`src/rtl/fetch_queue_if.sv`:
```
// Memory read handshake and instruction stream of the fetch front end.
// master = fetch_queue side, slave = memory/decode side.
interface fetch_queue_if #(
    parameter int XLEN = 32
);
    logic            mem_rd_en;
    logic [XLEN-1:0] mem_addr;
    logic            mem_ack;
    logic [31:0]     mem_rd_data;
    logic            inst_valid;
    logic            inst_ready;
    logic [31:0]     inst;
    logic [XLEN-1:0] inst_pc;

    modport master (
        output mem_rd_en, mem_addr, inst_valid, inst, inst_pc,
        input  mem_ack, mem_rd_data, inst_ready
    );

    modport slave (
        input  mem_rd_en, mem_addr, inst_valid, inst, inst_pc,
        output mem_ack, mem_rd_data, inst_ready
    );
endinterface

```
`src/rtl/fetch_queue.sv`:
```
// Instruction-fetch front end: owns the fetch PC, issues one read at a time and
// buffers returned words with their PCs in a DEPTH-entry show-ahead FIFO.
//
//   state   | meaning
//   --------+---------------------------------------------------------------
//   IDLE    | no request outstanding; issue when enabled and FIFO has room
//   REQ     | request outstanding at mem_addr; ack pushes into the FIFO
//   DISCARD | request outstanding but flushed by a redirect; ack is dropped
module fetch_queue #(
    parameter int              XLEN     = 32,
    parameter int              DEPTH    = 4,
    parameter logic [XLEN-1:0] RESET_PC = '0
) (
    input  logic             clock,
    input  logic             reset,
    input  logic             fetch_en,
    input  logic             redirect_en,
    input  logic [XLEN-1:0]  redirect_pc,
    fetch_queue_if.master    bus
);
    localparam int PTR_W = $clog2(DEPTH);
    localparam int CNT_W = PTR_W + 1;
    localparam logic [CNT_W-1:0] DEPTH_C = CNT_W'(DEPTH);

    typedef enum logic [1:0] {IDLE, REQ, DISCARD} state_t;

    state_t            state, state_next;
    logic [XLEN-1:0]   fetch_pc, fetch_pc_next;
    logic              req_en, req_en_next;
    logic [XLEN-1:0]   req_addr, req_addr_next;
    logic [31:0]       inst_mem [DEPTH];
    logic [XLEN-1:0]   pc_mem [DEPTH];
    logic [PTR_W-1:0]  wr_ptr, rd_ptr;
    logic [CNT_W-1:0]  count, count_next;
    logic              push, pop, room;
    logic [XLEN-1:0]   redirect_base;
    logic              unused_pc_bits;

    assign redirect_base  = {redirect_pc[XLEN-1:2], 2'b00};
    assign unused_pc_bits = ^redirect_pc[1:0];

    // A redirect suppresses both FIFO operations of its cycle.
    assign push = (state == REQ) && bus.mem_ack && !redirect_en;
    assign pop  = bus.inst_ready && (count != '0) && !redirect_en;

    always_comb begin
        count_next = redirect_en ? '0 : count - CNT_W'(pop) + CNT_W'(push);
        room       = (count_next < DEPTH_C);
    end

    always_ff @(posedge clock) begin
        if (!reset) begin
            state    <= IDLE;
            req_en   <= 1'b0;
            req_addr <= RESET_PC;
        end else begin
            state    <= state_next;
            req_en   <= req_en_next;
            req_addr <= req_addr_next;
        end
    end

    always_comb begin
        state_next = state;
        case (state)
            IDLE: begin
                if (fetch_en && !redirect_en && room)
                    state_next = REQ;
            end
            REQ: begin
                if (redirect_en)
                    state_next = bus.mem_ack ? IDLE : DISCARD;
                else if (bus.mem_ack)
                    state_next = (fetch_en && room) ? REQ : IDLE;
            end
            DISCARD: begin
                if (bus.mem_ack)
                    state_next = IDLE;
            end
            default: state_next = IDLE;
        endcase
    end

    always_comb begin
        fetch_pc_next = fetch_pc;
        if (redirect_en)
            fetch_pc_next = redirect_base;
        else if (push)
            fetch_pc_next = fetch_pc + XLEN'(4);

        req_en_next   = (state_next != IDLE);
        // New address only when a fresh request starts; held while outstanding.
        req_addr_next = req_addr;
        if (state_next == REQ && (state == IDLE || push))
            req_addr_next = fetch_pc_next;
    end

    always_ff @(posedge clock) begin
        if (!reset) begin
            fetch_pc <= RESET_PC;
            count    <= '0;
            wr_ptr   <= '0;
            rd_ptr   <= '0;
        end else begin
            fetch_pc <= fetch_pc_next;
            count    <= count_next;
            if (redirect_en) begin
                wr_ptr <= '0;
                rd_ptr <= '0;
            end else begin
                if (push)
                    wr_ptr <= wr_ptr + PTR_W'(1);
                if (pop)
                    rd_ptr <= rd_ptr + PTR_W'(1);
            end
        end
    end

    always_ff @(posedge clock) begin
        if (push) begin
            inst_mem[wr_ptr] <= bus.mem_rd_data;
            pc_mem[wr_ptr]   <= req_addr;
        end
    end

    assign bus.mem_rd_en  = req_en;
    assign bus.mem_addr   = req_addr;
    assign bus.inst_valid = (count != '0);
    assign bus.inst       = inst_mem[rd_ptr];
    assign bus.inst_pc    = pc_mem[rd_ptr];
endmodule

```
`src/flat_wrapper.sv`:
```
// flat-port wrapper written by rule: the top's interface ports become plain ports
module fetch_queue_flat 
#(
    parameter int              XLEN     = 32,
    parameter int              DEPTH    = 4,
    parameter logic [XLEN-1:0] RESET_PC = '0
)
  (clock, reset, fetch_en, redirect_en, redirect_pc, bus_mem_rd_en, bus_mem_addr, bus_inst_valid, bus_inst, bus_inst_pc, bus_mem_ack, bus_mem_rd_data, bus_inst_ready);
  fetch_queue_if #(.XLEN(XLEN)) bus_i ();
  input  logic clock;
  input  logic reset;
  input  logic fetch_en;
  input  logic redirect_en;
  input  logic [XLEN-1:0] redirect_pc;
  output wire logic [$bits(bus_i.mem_rd_en)-1:0] bus_mem_rd_en;
  output wire logic [$bits(bus_i.mem_addr)-1:0] bus_mem_addr;
  output wire logic [$bits(bus_i.inst_valid)-1:0] bus_inst_valid;
  output wire logic [$bits(bus_i.inst)-1:0] bus_inst;
  output wire logic [$bits(bus_i.inst_pc)-1:0] bus_inst_pc;
  input wire logic [$bits(bus_i.mem_ack)-1:0] bus_mem_ack;
  input wire logic [$bits(bus_i.mem_rd_data)-1:0] bus_mem_rd_data;
  input wire logic [$bits(bus_i.inst_ready)-1:0] bus_inst_ready;
  assign bus_mem_rd_en = bus_i.mem_rd_en;
  assign bus_mem_addr = bus_i.mem_addr;
  assign bus_inst_valid = bus_i.inst_valid;
  assign bus_inst = bus_i.inst;
  assign bus_inst_pc = bus_i.inst_pc;
  assign bus_i.mem_ack = bus_mem_ack;
  assign bus_i.mem_rd_data = bus_mem_rd_data;
  assign bus_i.inst_ready = bus_inst_ready;
  fetch_queue #(.XLEN(XLEN), .DEPTH(DEPTH), .RESET_PC(RESET_PC)) u_core (.clock(clock), .reset(reset), .fetch_en(fetch_en), .redirect_en(redirect_en), .redirect_pc(redirect_pc), .bus(bus_i));
endmodule
```
`config.mk`:
```
export PLATFORM = sky130hd
export DESIGN_NAME = fetch_queue_flat
export DESIGN_NICKNAME = d
export VERILOG_FILES = /design/src/rtl/fetch_queue_if.sv /design/src/rtl/fetch_queue.sv /design/src/flat_wrapper.sv
export SDC_FILE = /design/constraint.sdc
export NUM_CORES = 1
export LEC_CHECK = 0
export ABC_AREA = 1
export BUFFER_PORTS_ARGS = -buffer_cell sky130_fd_sc_hd__buf_2
export CELL_PAD_IN_SITES_DETAIL_PLACEMENT = 2
export CELL_PAD_IN_SITES_GLOBAL_PLACEMENT = 2
export CORE_UTILIZATION = 40
export CTS_CLUSTER_SIZE = 28
export DETAILED_ROUTE_END_ITERATION = 7
export GPL_TIMING_DRIVEN = 0
export PLACE_DENSITY = 0.9
export SYNTH_ARGS = -nofsm -noshare
export SYNTH_HDL_FRONTEND = slang
export SYNTH_SLANG_ARGS = --single-unit
```
`constraint.sdc`:
```
create_clock -name clock -period 12.1 [get_ports clock]
set_input_delay 0.605 -clock clock [delete_from_list [all_inputs] [get_ports clock]]
set_output_delay 0.605 -clock clock [all_outputs]
set_load 0.01 [all_outputs]
```
==> out/summary.txt, run 1 <==
CTS tree: done
Syn-to-layout area delta: 20.33%
CTS resizes: 0
Vias in the first global route: 12.17k
Skew final: 0.03269 ns
DP HPWL: 35.41 mm
Initial Util: 41.05%
Row count: 66
CP top delay family: buffers and inverters
Worst path required time: 11.49 ns
ANT nets after route: 0
RSZ-0062 raised after global routing: no
Slowest-stage cell, CP: clkbuf_1
Delay of the slowest cell on the worst path: 0.55 ns
Clk_lat worst skew: 0.54 ns
Chip width: 185.4 um
Worst Hold Class: input port to register
Worst Hold Depth: 1
Async SR Flop Fraction: 0%
Max Root-Sink Buffers: 3
# IOs: 168
Diode count: 0
Setup violators final: 0
Static leakage: 0.006388 uW
I/O Buffers: 165
First-pass GRT wire length: 83.43 mm
Fmax: 286.9 MHz
Crit path depth: 6
Crit path capture type: primary output
CTS sink cnt: 332
Area of the multi-input gates: 3543 um2
Dominant synthesized flop cell: edfxtp_1
Fin crit share: 28.81%
Fill count: 3353
Fin. max-slew vios: 0
Synth Register Bits: 332
Synth warn: 0
Residual DRC: 0
Max-cap violations: 0
Share of cells above drive strength 1: 17.47%
Via count: 11.17k
Grt ovf: 0
1st-iter DRT viols: 1028
Syn Nets: 1339
Status: completed
Cell Pwr Density: 157.6 nW/um2
R2R depth: 20
Period minus WS final: 3.486 ns
Core area: 32780 um2
Post-CTS Setup Inserts: 0
WP buf/inv: 4
Die area: 34390 um2
Final Hold Fails: 0
Die Height: 185.4 um
Post-synthesis cell area: 13460 um2
Crit Path Max Fanout: 10
H-tree depth: 2
Layout Nets: 1551
Worst Path Arrival: 2.88 ns
Pre-antenna DRT Iters: 5
Hold buffer count at CTS: 0
Post-synth EDFFs: 256
Critical Path Source Type: register
Worst-Margin Slew: 0.8549 ns
Vias/cell: 5.752
Netlist cell types: 40
Largest net degree at the start of global routing: 28
Setup_tns: 0 ns
Initial antenna violation count: 2
CTS Root Cell: clkbuf_16
Routed WL: 57.36 mm
Sequential-to-total area share from yosys stat: 68.42%
Worst-path clk slew: 0.08 ns
Synth Area per Inst: 10.67 um2
TritonCTS buffer count: 36
WL per Instance: 29.54 um
Worst-path cell chain: buf_2, clkbuf_1, clkbuf_1, nor2_1, o22ai_1, buf_2
GRT Util Overall: 33.61%
CP Class: register to primary output
Placed Area: 15070 um2
Finished Core Util: 49.40%
Mapped Cells: 1261
Total design power: 2553 uW
Flip-flop and latch area: 9209 um2
Final instance area: 16200 um2
Max VDD drop: 153.8 uV
Worst rel slew slack: 42.87%
Global placer's final weighted congestion: 0.8261
cells in the final DEF, fill, tap and decap left out, drive strengths merged, types with 5 or more instances in the layout:
cell,synthesis,routed
nand3,47,47
ha,7,7
buf,19,193
o22ai,64,64
o21ai,141,141
clkinv,1,10
nand3b,5,5
nand2,213,213
a21boi,10,10
a21oi,13,13
dfxtp,76,76
nand4,10,10
clkbuf,38,89
inv,129,130
nor2,212,212
or2,5,5
edfxtp,256,256
sequential cells by signal, indices dropped and copies added, names as in the netlist, named ones only:
name	flops
u_core.count	3
u_core.bus.mem_rd_en	1
u_core.inst_mem	128
u_core.wr_ptr	2
u_core.bus.mem_addr	32
u_core.fetch_pc	32
u_core.rd_ptr	2
u_core.state	2
u_core.pc_mem	128
final timing paths:
| path | start | to | slack [ns] |
|---|---|---|---|
| worst min register to register | u_core.fetch_pc[1] | u_core.fetch_pc[1] | 0.52 |
| worst max-delay path | register | bus_inst[13] | 8.61 |
| worst max register to register | u_core.count[1] | u_core.bus.mem_addr[12] | 8.86 |
| worst min-delay path | bus_mem_rd_data[27] | u_core.inst_mem[0][27] | 0.30 |
where the power goes:
| part | switching, uW | leakage [uW] | total (uW) | internal (uW) |
|---|---|---|---|---|
| logic | 91.2 | 0.00289 | 133 | 41.4 |
| clock network | 505 | 0.000543 | 1130 | 626 |
| registers | 36.1 | 0.00295 | 1290 | 1250 |
| total | 632 | 0.00639 | 2550 | 1920 |
layer usage:
layer	up-vias	share of wire (%)	track usage (%)
li1	4728	-	-
met1	5740	39	40.64
met2	555	51	60.24
met3	148	6.3	4.719
met4	0	3.9	12.83
met5	-	0	0
worst reg2reg max path, stage by stage, from the launching register on:
cell and delay [ns]:
dfxtp_1 0.32, inv_1 0.10, nand2_1 0.09, nor2_1 0.10, inv_1 0.06, nand3_1 0.06, inv_1 0.14, ha_1 0.33
inv_1 0.05, ha_1 0.20, fa_1 0.39, inv_1 0.07, nand3_1 0.08, nand3_2 0.09, nand2_1 0.06, nand2_1 0.11
nand3_2 0.21, buf_2 0.29, nand2_1 0.12, nand2_1 0.06, nor2_1 0.22
synthesized netlist by cell type, types with 3 or more instances:
| library cell | count | share of area (%) |
|---|---|---|
| nor2_2 | 5 | 0.23 |
| o21ai_0 | 137 | 5.1 |
| buf_2 | 10 | 0.37 |
| nor2_1 | 203 | 5.7 |
| edfxtp_1 | 256 | 57 |
| nand4_1 | 10 | 0.46 |
| nor2_4 | 3 | 0.25 |
| or2_2 | 4 | 0.19 |
| a21oi_1 | 12 | 0.45 |
| inv_2 | 3 | 0.084 |
| o21ai_1 | 4 | 0.15 |
| inv_1 | 126 | 3.5 |
| ha_1 | 7 | 0.65 |
| nand3b_1 | 5 | 0.28 |
| a21boi_1 | 10 | 0.56 |
| clkbuf_1 | 38 | 1.1 |
| nand3_1 | 43 | 1.6 |
| a22oi_1 | 3 | 0.17 |
| o21bai_1 | 3 | 0.17 |
| nand2_1 | 211 | 5.9 |
| dfxtp_1 | 76 | 11 |
| o22ai_1 | 64 | 3.0 |
| nor3_1 | 3 | 0.11 |
| buf_1 | 5 | 0.14 |
area by class of cell:
| type | instances | share of cell area (%) |
|---|---|---|
| clock buffers | 51 | 5.972 |
| flip-flops and latches | 332 | 56.86 |
| multi-input cells | 742 | 21.88 |
| inverters | 130 | 3.013 |
| repair buffers | 174 | 6.350 |
| clock inverters | 14 | 0.9734 |
| plain buffers | 57 | 1.537 |
| well taps | 442 | 3.415 |
cell families after synthesis:
group,share of synthesized area [%]
AND/OR/NAND/NOR,15.45
flip-flops,68.42
AO/OA/AOI/OAI,9.724
buffers and inverters,5.475
adder cells (fa/ha/maj),0.7995
XOR/XNOR,0.1302
per-stage QoR:
step,setup slack [ns],instances,hold slack [ns]
6_report,8.614,1942,0.2957
5_1_grt,8.569,1942,0.2992
4_1_cts,8.640,1942,0.2892
3_5_place_dp,8.652,1877,0.4830
3_3_place_gp,5.402,1868,0.4199
2_1_floorplan,7.919,1261,0.4083
Note: power is estimated with default switching activity, not from simulation.
==> inputs of run 2 (changes only) <==
- CORE_UTILIZATION: 40 -> 34
- PLACE_DENSITY: 0.9 -> 0.82
- clock period: 12.1 -> 3.1 ns (I/O delays scaled with it)
==> run 2 against run 1 <==
- register-to-register slack worse by 8.7 ns
- sequential share of layout area down 2.7 points
- first-iteration DRC count down 44%
- highest routed layer unchanged
- hold slack worse by 0.27 ns
- flip-flop and latch count unchanged
- final cell count up 6.6%
- combinational power rose to 4.1 times the previous value
- global-route usage down 9.1 points
- final area up 4.9%
- via count down 4.9%
- die area up 17%
==> out/summary.txt, run 2 (synthesized netlist as in run 1, its figures left out) <==
Chip width: 201.0 um (was 185.4 um)
CTS sink cnt: 332 (unchanged)
Sw Ratio: 22.66% (was 24.76%)
R2R setup slack: 0.15 ns (was 8.86 ns)
Row count: 72 (was 66)
ANT nets after route: 0 (unchanged)
Worst-Margin Slew: 0.7639 ns (was 0.8549 ns)
# IOs: 168 (unchanged)
1st-iter DRT viols: 574 (was 1028)
I/O Buffers: 165 (unchanged)
Via count: 10.63k (was 11.17k)
R2R depth: 20 (unchanged)
Pre-antenna DRT Iters: 5 (unchanged)
Initial Util: 34.66% (was 41.05%)
Worst rel slew slack: 49.08% (was 42.87%)
Residual DRC: 0 (unchanged)
Static leakage: 0.006672 uW (was 0.006388 uW)
Clk pwr share: 46.5% (was 44.3%)
Seq pwr share: 48.2% (was 50.5%)
Vias/cell: 5.133 (was 5.752)
Worst path required time: 3.51 ns (was 11.49 ns)
Crit Path Max Fanout: 7 (was 10)
Initial antenna violation count: 0 (was 2)
Layout Nets: 1600 (was 1551)
Combinational power share: 5.3% (was 5.2%)
Worst reg2reg startpoint: u_core.count[1] (unchanged)
CP Launch Point: u_core.count[1]
Core area: 38830 um2 (was 32780 um2)
Fin. max-slew vios: 0 (unchanged)
CP Class: register to register (was register to primary output)
Most common cell after layout, fill and taps aside: edfxtp_1 (unchanged)
Clk_lat worst skew: 0.54 ns (about the same)
Fin crit share: 95.25%
Crit path capture: u_core.bus.mem_addr[15] (was bus_inst[13])
Period minus WS final: 2.953 ns
Final Hold Fails: 0 (unchanged)
GRT Util Overall: 24.55% (was 33.61%)
Max VDD drop: 383.0 uV (was 153.8 uV)
WL per Instance: 23.92 um (was 29.54 um)
CTS tree: done (unchanged)
Worst Slack Setup Final: 0.1471 ns (was 8.614 ns)
DP HPWL: 32.05 mm (was 35.41 mm)
Top Registers: u_core.inst_mem x128, u_core.pc_mem x128 (unchanged)
Worst Path Arrival: 3.37 ns (was 2.88 ns)
Pre-CTS WS: -0.08709 ns (was 8.652 ns)
Status: completed (unchanged)
H-tree depth: 2 (unchanged)
CTS Root Cell: clkbuf_16 (unchanged)
Critical Path Source Type: register (unchanged)
Share of cells above drive strength 1: 18.17% (was 17.47%)
Fmax: 338.7 MHz
Total design power: 10410 uW (was 2553 uW)
Fill count: 4079 (was 3353)
Setup violators final: 0 (unchanged)
Cell Pwr Density: 612.3 nW/um2 (was 157.6 nW/um2)
Die Height: 201.0 um (was 185.4 um)
Flip-flop and latch area: 9209 um2 (unchanged)
DP Cell Count: 1952 (was 1877)
Die area: 40380 um2 (was 34390 um2)
Crit path capture type: register (was primary output)
Global placer's final weighted congestion: 0.8026 (was 0.8261)
Switching Power: 2358 uW (was 632.0 uW)
Skew final: 0.02001 ns (was 0.03269 ns)
Worst-path clk slew: 0.06 ns (was 0.08 ns)
First-pass GRT wire length: 75.07 mm (was 83.43 mm)
Area of the multi-input gates: 3595 um2 (was 3543 um2)
Grt ovf: 0 (unchanged)
Vias in the first global route: 11.93k (was 12.17k)
Finished Core Util: 43.77% (was 49.40%)
Diode count: 0 (unchanged)
Worst Hold Class: input port to register (unchanged)
Routed WL: 49.52 mm (was 57.36 mm)
Commonest cells after routing, fill and taps aside: edfxtp_1 (256), nand2_1 (207), nor2_1 (195) (was edfxtp_1 (256), nand2_1 (211), nor2_1 (199))
Max-cap violations: 0 (unchanged)
Int Pwr: 8049 uW (was 1921 uW)
TritonCTS buffer count: 38 (was 36)
Max Root-Sink Buffers: 3 (unchanged)
Layout Cells excl Fill: 2070 (was 1942)
RR Endpoint: u_core.bus.mem_addr[15] (was u_core.bus.mem_addr[12])
Syn-to-layout area delta: 26.28% (was 20.33%)
Largest net degree at the start of global routing: 30 (was 28)
run 2: changes by cell type in the layout (fill, tap and decap cells not counted), sizes merged:
cell | before | now
bufinv | 3 | 6
clkbuf | 89 | 91
inv | 130 | 129
clkinvlp | 1 | 2
dlygate4sd3 | 0 | 48
buf | 193 | 192
run 2: worst max-delay path: stages, from the launching register on:
cell and delay (ns):
dfxtp_1 0.32, inv_2 0.08, nand2_2 0.07, nor2_2 0.09, inv_1 0.06, nand3_1 0.08, inv_2 0.09, ha_1 0.29
inv_1 0.04, ha_1 0.20, fa_2 0.34, inv_1 0.06, nand3_1 0.08, nand3_2 0.09, nand2_1 0.07, nand2_2 0.10
nand3_4 0.14, nand2_4 0.15, clkinvlp_4 0.22, nor2_2 0.19, nor2_1 0.06
run 2: how the worst min path moves through the flow:
| stage | startpoint | to | slack (ns) | cells after the start |
|---|---|---|---|---|
| after detailed placement | bus_mem_rd_data[0] | u_core.inst_mem[0][0] | 0.38 | 1 |
| after global routing | redirect_pc[21] | u_core.fetch_pc[21] | 0.05 | 5 |
| after global placement | bus_mem_rd_data[16] | u_core.inst_mem[3][16] | 0.36 | 1 |
| after CTS | redirect_pc[21] | u_core.fetch_pc[21] | 0.001 | 5 |
| final | redirect_pc[21] | u_core.fetch_pc[21] | 0.02 | 5 |
| after floorplan | bus_mem_rd_data[0] | u_core.inst_mem[0][0] | 0.25 | 0 |
run 2: power groups by stage:
stage | combinational [uW] | clock [uW] | sequential (uW)
after floorplan | 214 | 0 | 5080
after global placement | 441 | 0 | 5100
after detailed placement | 479 | 0 | 5110
after CTS | 541 | 4870 | 5020
after global routing | 600 | 5070 | 5030
final | 548 | 4840 | 5020
run 2: cell type report:
| class | instances | share of cell area, % |
|---|---|---|
| plain buffers | 57 | 1.561 |
| clock buffers | 53 | 6.360 |
| clock inverters | 17 | 1.413 |
| inverters | 130 | 2.893 |
| multi-input cells | 742 | 21.15 |
| flip-flops and latches | 332 | 54.18 |
| well taps | 518 | 3.813 |
| repair buffers | 221 | 8.628 |
run 2: per-layer routing:
| layer | GRT usage (%) | share of wire [%] | vias up |
|---|---|---|---|
| li1 | - | - | 4824 |
| met1 | 29.63 | 41 | 5444 |
| met2 | 45.27 | 52 | 284 |
| met3 | 3.409 | 4.3 | 73 |
| met4 | 6.816 | 2.4 | 0 |
| met5 | 0 | 0 | - |
run 2: what timing repair did:
action | in CTS | in global routing
pin swaps | 0 | 2
hold buffers | 48 | 0
resized for setup | 4 | 20
endpoints found under the setup margin | 10 | 30
endpoints found under the hold margin | 145 | 0
buffers inserted | 0 | 0
run 2: per-stage QoR:
stage | hold slack [ns] | setup TNS, ns | area (um2)
floorplan | 0.2539 | -231.49 | 13460
global placement | 0.3633 | -806.21 | 14930
detailed placement | 0.3785 | -0.3122 | 15120
CTS | 0.001471 | 0 | 16940
global route | 0.04812 | -0.02262 | 17000
finish | 0.02171 | 0 | 17000
